<file path="config.mk">
export PLATFORM = sky130hd
export DESIGN_NAME = drum_seq_divider
export DESIGN_NICKNAME = d
export VERILOG_FILES = /design/src/rtl/drum_seq_divider.sv
export SDC_FILE = /design/constraint.sdc
export NUM_CORES = 1
export LEC_CHECK = 0
export CAP_MARGIN = 25
export CORE_ASPECT_RATIO = 0.6
export CORE_MARGIN = 2
export CORE_UTILIZATION = 50
export CTS_BUF_LIST = sky130_fd_sc_hd__clkbuf_2
export DETAILED_ROUTE_END_ITERATION = 12
export DONT_BUFFER_PORTS = 1
export PLACE_DENSITY_LB_ADDON = 0.12
export SLEW_MARGIN = 5
export SYNTH_ARGS = -nofsm -noshare
export SYNTH_HDL_FRONTEND = slang
export SYNTH_SLANG_ARGS = --single-unit
</file>
<file path="constraint.sdc">
create_clock -name clk -period 3.67 [get_ports clk]
set_clock_uncertainty 0.2 [all_clocks]
set_input_delay 0 -clock clk [delete_from_list [all_inputs] [get_ports clk]]
set_output_delay 0 -clock clk [all_outputs]
set_load 0.005 [all_outputs]
</file>
<file path="src/rtl/drum_seq_divider.sv">
// drum_seq_divider
// Sequential DRUM-style approximate divider, the counterpart of the DRUM
// approximate multiplier.
//
// Each operand is cut down to a K-bit leading-one window. When bits are
// dropped, the window LSB is forced to 1 so the truncation is unbiased. The
// two windows are divided by a restoring divider that produces one bit per
// cycle. The quotient is then shifted back by the difference of the two
// window exponents.
//
// Ports
//    clk          clock, rising edge
//    rst_n        asynchronous active-low reset
//    in_valid     operands presented
//    in_ready     block idle and able to accept operands
//    dividend     2*SIZE-bit unsigned dividend
//    divisor      SIZE-bit unsigned divisor
//    out_valid    result valid, held until taken
//    out_ready    consumer takes the result
//    quotient     SIZE-bit approximate quotient
//    sat          result overflowed SIZE bits and was clamped to all-ones
//    div_by_zero  divisor was zero, quotient forced to all-ones
module drum_seq_divider #(
   parameter int SIZE = 8,
   parameter int K    = 4
) (
   input  logic              clk,
   input  logic              rst_n,
   input  logic              in_valid,
   output logic              in_ready,
   input  logic [2*SIZE-1:0] dividend,
   input  logic [SIZE-1:0]   divisor,
   output logic              out_valid,
   input  logic              out_ready,
   output logic [SIZE-1:0]   quotient,
   output logic              sat,
   output logic              div_by_zero
);

   localparam int PW = $clog2(2*SIZE);
   localparam int NW = PW + 2;
   localparam int CW = $clog2(2*K);
   localparam int RW = 2*K + 2*SIZE;

   typedef enum logic [2:0] {IDLE, NORM, DIV, SCALE, DONE} state_t;

   state_t              state_q, state_d;
   logic [2*SIZE-1:0]   dividend_q, dividend_d;
   logic [SIZE-1:0]     divisor_q, divisor_d;
   logic [K-1:0]        t2_q, t2_d;
   logic [PW-1:0]       s1_q, s1_d;
   logic [PW-1:0]       s2_q, s2_d;
   logic [K-1:0]        rem_q, rem_d;
   logic [2*K-1:0]      nq_q, nq_d;
   logic [CW-1:0]       cnt_q, cnt_d;
   logic [SIZE-1:0]     quotient_q, quotient_d;
   logic                sat_q, sat_d;
   logic                dbz_q, dbz_d;

   logic [K:0]          remShift;
   logic                subOk;
   logic signed [NW-1:0] net;
   logic [NW-1:0]       netMag;
   logic [RW-1:0]       qExt;
   logic [RW-1:0]       scaled;

   function automatic logic [PW-1:0] msbPos(input logic [2*SIZE-1:0] x);
      msbPos = '0;
      for (int i = 0; i < 2*SIZE; i++) begin
         if (x[i]) msbPos = PW'(i);
      end
   endfunction

   function automatic logic [PW-1:0] winShift(input logic [2*SIZE-1:0] x);
      logic [PW-1:0] p;
      p = msbPos(x);
      if (p > PW'(K-1)) winShift = p - PW'(K-1);
      else              winShift = '0;
   endfunction

   // Operands that already fit in K bits are used exactly; larger ones lose
   // their low bits, and the forced LSB stands in for the discarded tail.
   function automatic logic [K-1:0] winValue(input logic [2*SIZE-1:0] x);
      logic [PW-1:0]     s;
      logic [2*SIZE-1:0] sh;
      s  = winShift(x);
      sh = x >> s;
      if (s != '0) winValue = sh[K-1:0] | K'(1);
      else         winValue = x[K-1:0];
   endfunction

   assign in_ready    = (state_q == IDLE);
   assign out_valid   = (state_q == DONE);
   assign quotient    = quotient_q;
   assign sat         = sat_q;
   assign div_by_zero = dbz_q;

   // One restoring step: bring down the next dividend bit, then subtract the
   // divisor window if it fits. A kept remainder is always below t2, so it
   // fits back into K bits.
   always_comb begin
      remShift = {rem_q, nq_q[2*K-1]};
      subOk    = (remShift >= {1'b0, t2_q});
   end

   // Exponent difference and the rescaled quotient. The extra K in the
   // exponent undoes the 2^K pre-scaling of the dividend window.
   always_comb begin
      net    = $signed({2'b00, s1_q}) - $signed({2'b00, s2_q}) - NW'(K);
      netMag = net[NW-1] ? (~net + 1'b1) : net;
      qExt   = RW'(nq_q);
      scaled = net[NW-1] ? (qExt >> netMag) : (qExt << netMag);
   end

   // Next-state and datapath control for the five-state sequencer.
   always_comb begin
      state_d    = state_q;
      dividend_d = dividend_q;
      divisor_d  = divisor_q;
      t2_d       = t2_q;
      s1_d       = s1_q;
      s2_d       = s2_q;
      rem_d      = rem_q;
      nq_d       = nq_q;
      cnt_d      = cnt_q;
      quotient_d = quotient_q;
      sat_d      = sat_q;
      dbz_d      = dbz_q;

      case (state_q)
         IDLE: begin
            if (in_valid) begin
               dividend_d = dividend;
               divisor_d  = divisor;
               state_d    = NORM;
            end
         end
         NORM: begin
            s1_d  = winShift(dividend_q);
            s2_d  = winShift({{SIZE{1'b0}}, divisor_q});
            t2_d  = winValue({{SIZE{1'b0}}, divisor_q});
            nq_d  = {winValue(dividend_q), {K{1'b0}}};
            rem_d = '0;
            cnt_d = CW'(2*K-1);
            // Zero operands skip the divide loop. They still pass through
            // SCALE, which is the only place the result registers are written.
            if ((divisor_q == '0) || (dividend_q == '0)) state_d = SCALE;
            else                                         state_d = DIV;
         end
         DIV: begin
            rem_d = subOk ? K'(remShift - {1'b0, t2_q}) : remShift[K-1:0];
            nq_d  = {nq_q[2*K-2:0], subOk};
            if (cnt_q == '0) state_d = SCALE;
            else             cnt_d   = cnt_q - 1'b1;
         end
         SCALE: begin
            if (divisor_q == '0) begin
               quotient_d = '1;
               sat_d      = 1'b0;
               dbz_d      = 1'b1;
            end else if (dividend_q == '0) begin
               quotient_d = '0;
               sat_d      = 1'b0;
               dbz_d      = 1'b0;
            end else if (|scaled[RW-1:SIZE]) begin
               quotient_d = '1;
               sat_d      = 1'b1;
               dbz_d      = 1'b0;
            end else begin
               quotient_d = scaled[SIZE-1:0];
               sat_d      = 1'b0;
               dbz_d      = 1'b0;
            end
            state_d = DONE;
         end
         DONE: begin
            if (out_ready) state_d = IDLE;
         end
         default: state_d = IDLE;
      endcase
   end

   // State and datapath registers. Reset aborts any operation in flight and
   // clears the visible result.
   always_ff @(posedge clk or negedge rst_n) begin
      if (!rst_n) begin
         state_q    <= IDLE;
         dividend_q <= '0;
         divisor_q  <= '0;
         t2_q       <= '0;
         s1_q       <= '0;
         s2_q       <= '0;
         rem_q      <= '0;
         nq_q       <= '0;
         cnt_q      <= '0;
         quotient_q <= '0;
         sat_q      <= 1'b0;
         dbz_q      <= 1'b0;
      end else begin
         state_q    <= state_d;
         dividend_q <= dividend_d;
         divisor_q  <= divisor_d;
         t2_q       <= t2_d;
         s1_q       <= s1_d;
         s2_q       <= s2_d;
         rem_q      <= rem_d;
         nq_q       <= nq_d;
         cnt_q      <= cnt_d;
         quotient_q <= quotient_d;
         sat_q      <= sat_d;
         dbz_q      <= dbz_d;
      end
   end

endmodule
</file>
==> key figures, run 1 <==
Timing
  • Minimum clock period: 3730 ps
  • Final setup fails: 8
  • Fin crit share: 1.02
  • Peak Freq: 268 MHz
  • Final worst slack: -60.2 ps
  • Final Hold Fails: 0
  • Slew of the pin with the lowest slew margin: 649 ps
  • Slew HR: 0.563
  • RSZ-0062 raised after global routing: yes
  • Slew Limit Fails: 0

Setup path
  • R2R Setup Slk: -60 ps
  • Reg2Reg Launch Point: s1_q[0]
  • Worst Setup Start Kind: register
  • WS Path Type: register to register
  • Worst Path Arrival: 3960 ps
  • Crit path required time: 3900 ps
  • Critical Path Fanout Max: 8
  • RR Endpoint: quotient[1]
  • Cells on worst reg2reg path: 16
  • CP endpoint kind: register

Drt
  • Avg WL per Cell: 17.5 µm
  • TritonRoute pass-1 iters: 5
  • Remaining DRCs: 0
  • Detailed-route wire length: 13600 µm
  • Met3 wire length: 1070 µm
  • Via density: 5.98
  • WL met1: 6780 µm
  • Via count: 4648
  • Routed wl met2: 5620 µm
  • Top sig layer: met4
  • Initial DRC count: 433
  • Antenna Nets Post-Route: 0

Layout
  • Fin util: 0.648
  • Share of cells above drive strength 1: 0.170
  • FILL cells: 747
  • Syn-to-layout area delta: 26.2%
  • NumNets Final: 687
  • Final instance area: 5930 µm²
  • Diode count: 0

GRT
  • First-pass GRT wire length: 22600 µm
  • Total GRT Usage: 0.285
  • Largest net degree at the start of global routing: 65
  • Initial antenna violation count: 0
  • Number of global-route vias before repair: 4427
  • Final global-route overflow total: 0

Yosys
  • Yosys warns: 0
  • Seq cells post-synth: 64
  • Post-synth EDFFs: 0
  • Post-synth top area share: 0.341
  • Cells after Synth: 554
  • Commonest cells in the netlist: nand2_1, dfrtp_1, o21ai_0
  • Synth unique cells: 62
  • Top cells by area in the synthesized netlist: dfrtp_1, mux2_2, o21ai_0, nand2_1, mux2i_1
  • Sequential area share after synthesis: 0.341
  • Syn_nets: 599
  • Ys flop type: dfrtp_1
  • Mapped Avg Cell Area: 8.49 µm²
  • Most frequent cell after synthesis: nand2_1
  • Cell area after synthesis: 4700 µm²
  • Fraction of registers with async set/reset: 1.00
  • Post-synth top area cell: dfrtp_1

Clock tree
  • Clock-pin slew on the worst setup and hold paths: 200 ps
  • H-tree lvl count: 3
  • Largest buffer count on any clock path: 2
  • Clock latency on the worst-skew pair: 540 ps
  • CTS Root Cell: clkbuf_2
  • Clk sink count: 64
  • TritonCTS clock tree: built
  • Cts bufs inserted: 9

Placement
  • Placed cell areas: 5070 µm²
  • PortBufs: 0
  • Post-DP HPWL: 9140 µm
  • Gpl congestion: 0.899

Die
  • Die area: 10200 µm²
  • Starting Density: 0.513
  • Io pins: 40
  • Die H: 79.1 µm
  • Row cnt: 27
  • Die Width: 129 µm
  • Core Area: 9160 µm²

Worst hold path
  • Hold Path Depth: 5
  • Worst Hold Launch: in_valid
  • Hold Path Class: input pin to register
  • Min-Delay Endpoint: state_q[0]

Status
  • Failing checks: setup timing
  • Run status: complete, but fails checks

Run
  • Max cap viols: 0
stage by stage:
step / setup slack [ps] / hold WS [ps] / TNS, ps / cells
floorplan: -0.836 / -496 / -0.836 / 554
global placement: -98.0 / -495 / -733 / 697
detailed placement: -216 / -495 / -1620 / 697
CTS: 16.7 / 65.5 / 0 / 776
global route: -220 / 239 / -1430 / 777
finish: -60.2 / 234 / -357 / 777
registers in the layout, summed over array words and instances (netlist names):
name	count
nq_q	8
div_by_zero	1
s1_q	4
rem_q	4
cnt_q	3
s2_q	4
state_q	3
quotient	8
dividend_q	16
t2_q	4
sat	1
divisor_q	8
worst max-delay path, stage by stage (launching register included):
cell	delay [ps]
dfrtp_1	420
inv_1	60
ha_2	170
inv_1	50
fa_1	520
inv_2	70
ha_4	220
buf_6	120
and3_4	170
a221oi_4	300
and2_2	260
a21boi_1	110
o21a_1	160
o41a_1	450
nor3_4	170
buf_12	150
a21oi_1	60
layout make-up:
type                       count  area (µm²)  share of cell area
multi-input combinational    434        2960               0.499
sequential                    64        1600               0.270
timing repair buffer         104         985               0.166
tap                          130         163              0.0274
inverter                      29         109              0.0184
clock inverter                 7        71.3              0.0120
clock buffer                   9        45.0             0.00759
repair_timing:
item                                    4_1_cts  5_1_grt
buffers inserted                              3        1
hold buffers                                 61        0
pin swaps                                     6        0
endpoints found under the setup margin        8       11
hold endpoints to repair                     90        0
resized for setup                            10        5
cell usage in the layout, fill, tap and decap left out, drive strengths merged, types with 7 or more instances in the layout:
| cell | synthesis | layout |
|---|---|---|
| nand2 | 67 | 67 |
| dfrtp | 64 | 64 |
| o21ai | 61 | 61 |
| dlygate4sd3 | 0 | 59 |
| buf | 4 | 45 |
| nor2 | 39 | 39 |
| a21oi | 38 | 38 |
| inv | 29 | 30 |
| mux2 | 27 | 27 |
| mux2i | 25 | 25 |
| nor3 | 18 | 18 |
| ha | 15 | 15 |
| nand3 | 11 | 11 |
| o211ai | 11 | 11 |
| clkbuf | 23 | 9 |
| o31ai | 8 | 8 |
| and2 | 8 | 8 |
| nand2b | 7 | 7 |
how the worst max path moves through the flow:
stage | start | end | depth (start not counted)
3_5_place_dp | s1_q[0] | quotient[2] | 16
6_report | s1_q[0] | quotient[1] | 16
5_1_grt | s1_q[2] | quotient[0] | 16
2_1_floorplan | s1_q[0] | quotient[1] | 16
3_3_place_gp | s1_q[0] | quotient[6] | 16
4_1_cts | s1_q[0] | quotient[1] | 18
cell families after synthesis:
| logic type | share of synthesized area |
|---|---|
| AND/OR/NAND/NOR | 0.189 |
| AO/OA/AOI/OAI | 0.229 |
| flip-flops | 0.341 |
| buffers and inverters | 0.0460 |
| multiplexers | 0.137 |
| adder cells (fa/ha/maj) | 0.0484 |
| XOR/XNOR | 0.00905 |
metal layers:
metal / GRT usage / vias to the layer above
met5: 0 / -
met3: 0.0620 / 20
met4: 0.0620 / 0
met2: 0.406 / 197
met1: 0.437 / 2227
li1: - / 2204
Power of run 1 is left out: the tool's default activity adds up to more than one toggle a clock period on the data nets, which glitch-free logic cannot reach.
==> run 2, diff against run 1 <==
MAX_ROUTING_LAYER = met4   (was not set)
==> key figures, run 2 (same netlist as run 1, synthesis figures left out) <==
Clock tree
  • H-tree lvl count: 3 (unchanged)
  • Clk sink count: 64 (unchanged)
  • CTS Root Cell: clkbuf_2 (unchanged)
  • TritonCTS clock tree: built (unchanged)
  • Clock latency on the worst-skew pair: 530 ps (was 540 ps)
  • Largest buffer count on any clock path: 2 (unchanged)
  • Clock-pin slew on the worst setup and hold paths: 190 ps (was 200 ps)
  • Cts bufs inserted: 9 (unchanged)

Drt
  • Avg WL per Cell: 18.0 µm (was 17.5 µm)
  • Initial DRC count: 427 (was 433)
  • Via count: 4761 (was 4648)
  • Detailed-route wire length: 14100 µm (was 13600 µm)
  • Remaining DRCs: 0 (unchanged)
  • Antenna Nets Post-Route: 0 (unchanged)
  • TritonRoute pass-1 iters: 5 (unchanged)
  • Via density: 6.10 (was 5.98)

Setup path
  • Reg2Reg Launch Point: s1_q[0] (unchanged)
  • WS Path Type: register to register (unchanged)
  • CP endpoint kind: register (unchanged)
  • Crit path required time: 3900 ps (about the same)
  • R2R Setup Slk: 30 ps (was -60 ps)
  • Worst Setup Start Kind: register (unchanged)
  • Critical Path Fanout Max: 6 (was 8)
  • Cells on worst reg2reg path: 15 (was 16)
  • RR Endpoint: quotient[3] (was quotient[1])
  • Worst Path Arrival: 3870 ps (was 3960 ps)

Timing
  • Slew of the pin with the lowest slew margin: 679 ps (was 649 ps)
  • Slew Limit Fails: 0 (unchanged)
  • Final setup fails: 0 (was 8)
  • Minimum clock period: 3640 ps (was 3730 ps)
  • Slew HR: 0.543 (was 0.563)
  • Fin crit share: 0.991 (was 1.02)
  • Final Hold Fails: 0 (unchanged)
  • RSZ-0062 raised after global routing: yes (unchanged)
  • Peak Freq: 275 MHz (was 268 MHz)
  • Final setup TNS: 0 ps (was -357 ps)

Layout
  • Largest Register: dividend_q (unchanged)
  • Commonest cells after routing, fill and taps aside: nand2_1, dfrtp_1, o21ai_0, dlygate4sd3_1, buf_4 (unchanged)
  • Share of cells above drive strength 1: 0.189 (was 0.170)
  • Most common cell after layout, fill and taps aside: nand2_1 (unchanged)
  • Diode count: 0 (unchanged)
  • Final instance area: 6010 µm² (was 5930 µm²)
  • Syn-to-layout area delta: 27.9% (was 26.2%)
  • Finished Layout Cells: 781 (was 777)
  • Fin util: 0.657 (was 0.648)
  • NumNets Final: 691 (was 687)
  • Max reg flops: 16 (unchanged)

GRT
  • Total GRT Usage: 0.301 (was 0.285)
  • First-pass GRT wire length: 23500 µm (was 22600 µm)
  • Final global-route overflow total: 0 (unchanged)
  • Initial antenna violation count: 0 (unchanged)
  • Largest net degree at the start of global routing: 65 (unchanged)
  • Number of global-route vias before repair: 4540 (was 4427)

Die
  • Starting Density: 0.513 (unchanged)
  • Die Width: 129 µm (unchanged)
  • Die H: 79.1 µm (unchanged)
  • Die area: 10200 µm² (unchanged)
  • Core Area: 9160 µm² (unchanged)
  • Row cnt: 27 (unchanged)
  • Io pins: 40 (unchanged)

Worst hold path
  • Hold Path Depth: 5 (unchanged)
  • Worst Hold Launch: in_valid (unchanged)
  • Min-Delay Endpoint: state_q[0] (unchanged)
  • Hold Path Class: input pin to register (unchanged)

Placement
  • Gpl congestion: 0.936 (was 0.899)
  • PortBufs: 0 (unchanged)
  • DP Cell Count: 697 (unchanged)
  • Post-DP HPWL: 9380 µm (was 9140 µm)
  • Placed cell areas: 5070 µm² (unchanged)

Run
  • Max cap viols: 0 (unchanged)

Status
  • Run status: completed (was complete, but fails checks)
run 2: cell types whose count changed in the layout (fill, tap and decap cells not counted), sizes merged:
cell,delta
clkinv,+1
buf,+4
inv,-1
clkinvlp,-1
clkbuf,+1
run 2: per-stage QoR:
stage               worst slack (ps)  hold WS (ps)
floorplan                     -0.836          -496
CTS                             14.9          67.1
finish                          33.3           119
detailed placement              -194          -495
global placement                -108          -495
global route                    -136           111
run 2: area by class of cell:
| type | count | area, µm² |
|---|---|---|
| Clock inverter | 6 | 60.1 |
| Clock buffer | 10 | 50.0 |
| Multi-Input combinational cell | 434 | 3010 |
| Fill cell | 761 | 3140 |
| Inverter | 29 | 109 |
| Sequential cell | 64 | 1600 |
| Tap cell | 130 | 163 |
| Timing Repair Buffer | 108 | 1020 |
run 2: worst max path at each step:
stage	startpoint	to	slack, ps	cells past startpoint
6_report	s1_q[0]	quotient[3]	30	15
5_1_grt	s1_q[0]	quotient[1]	-140	18
4_1_cts	s1_q[1]	quotient[0]	10	17
3_5_place_dp	s1_q[0]	quotient[6]	-190	16
3_3_place_gp	s1_q[0]	quotient[5]	-110	16
2_1_floorplan	s1_q[0]	quotient[1]	-0.8	16
run 2: per-layer routing:
metal | vias up | GRT usage | routed length (µm)
met5 | - | - | 0
met4 | 0 | 0.0533 | 120
met3 | 20 | 0.0660 | 979
met2 | 181 | 0.424 | 6120
met1 | 2341 | 0.449 | 6870
li1 | 2219 | - | -
run 2: timing repair:
action,in CTS,in global routing
endpoints found under the hold margin,90,0
setup buffers,4,4
resized for setup,12,17
endpoints found under the setup margin,8,10
hold buffers,61,0
pin swaps,8,5
run 2: worst max-delay path: stages (launching register included):
cell and delay [ps]:
dfrtp_1 410, inv_1 60, ha_2 170, inv_2 40, fa_2 540, inv_2 60
ha_4 250, buf_6 120, buf_4 130, a221oi_4 290, and2_4 230, buf_8 120
mux4_2 500, mux2i_2 220, a211o_1 180, a21oi_2 50
Power of run 2 is left out for the same reason.
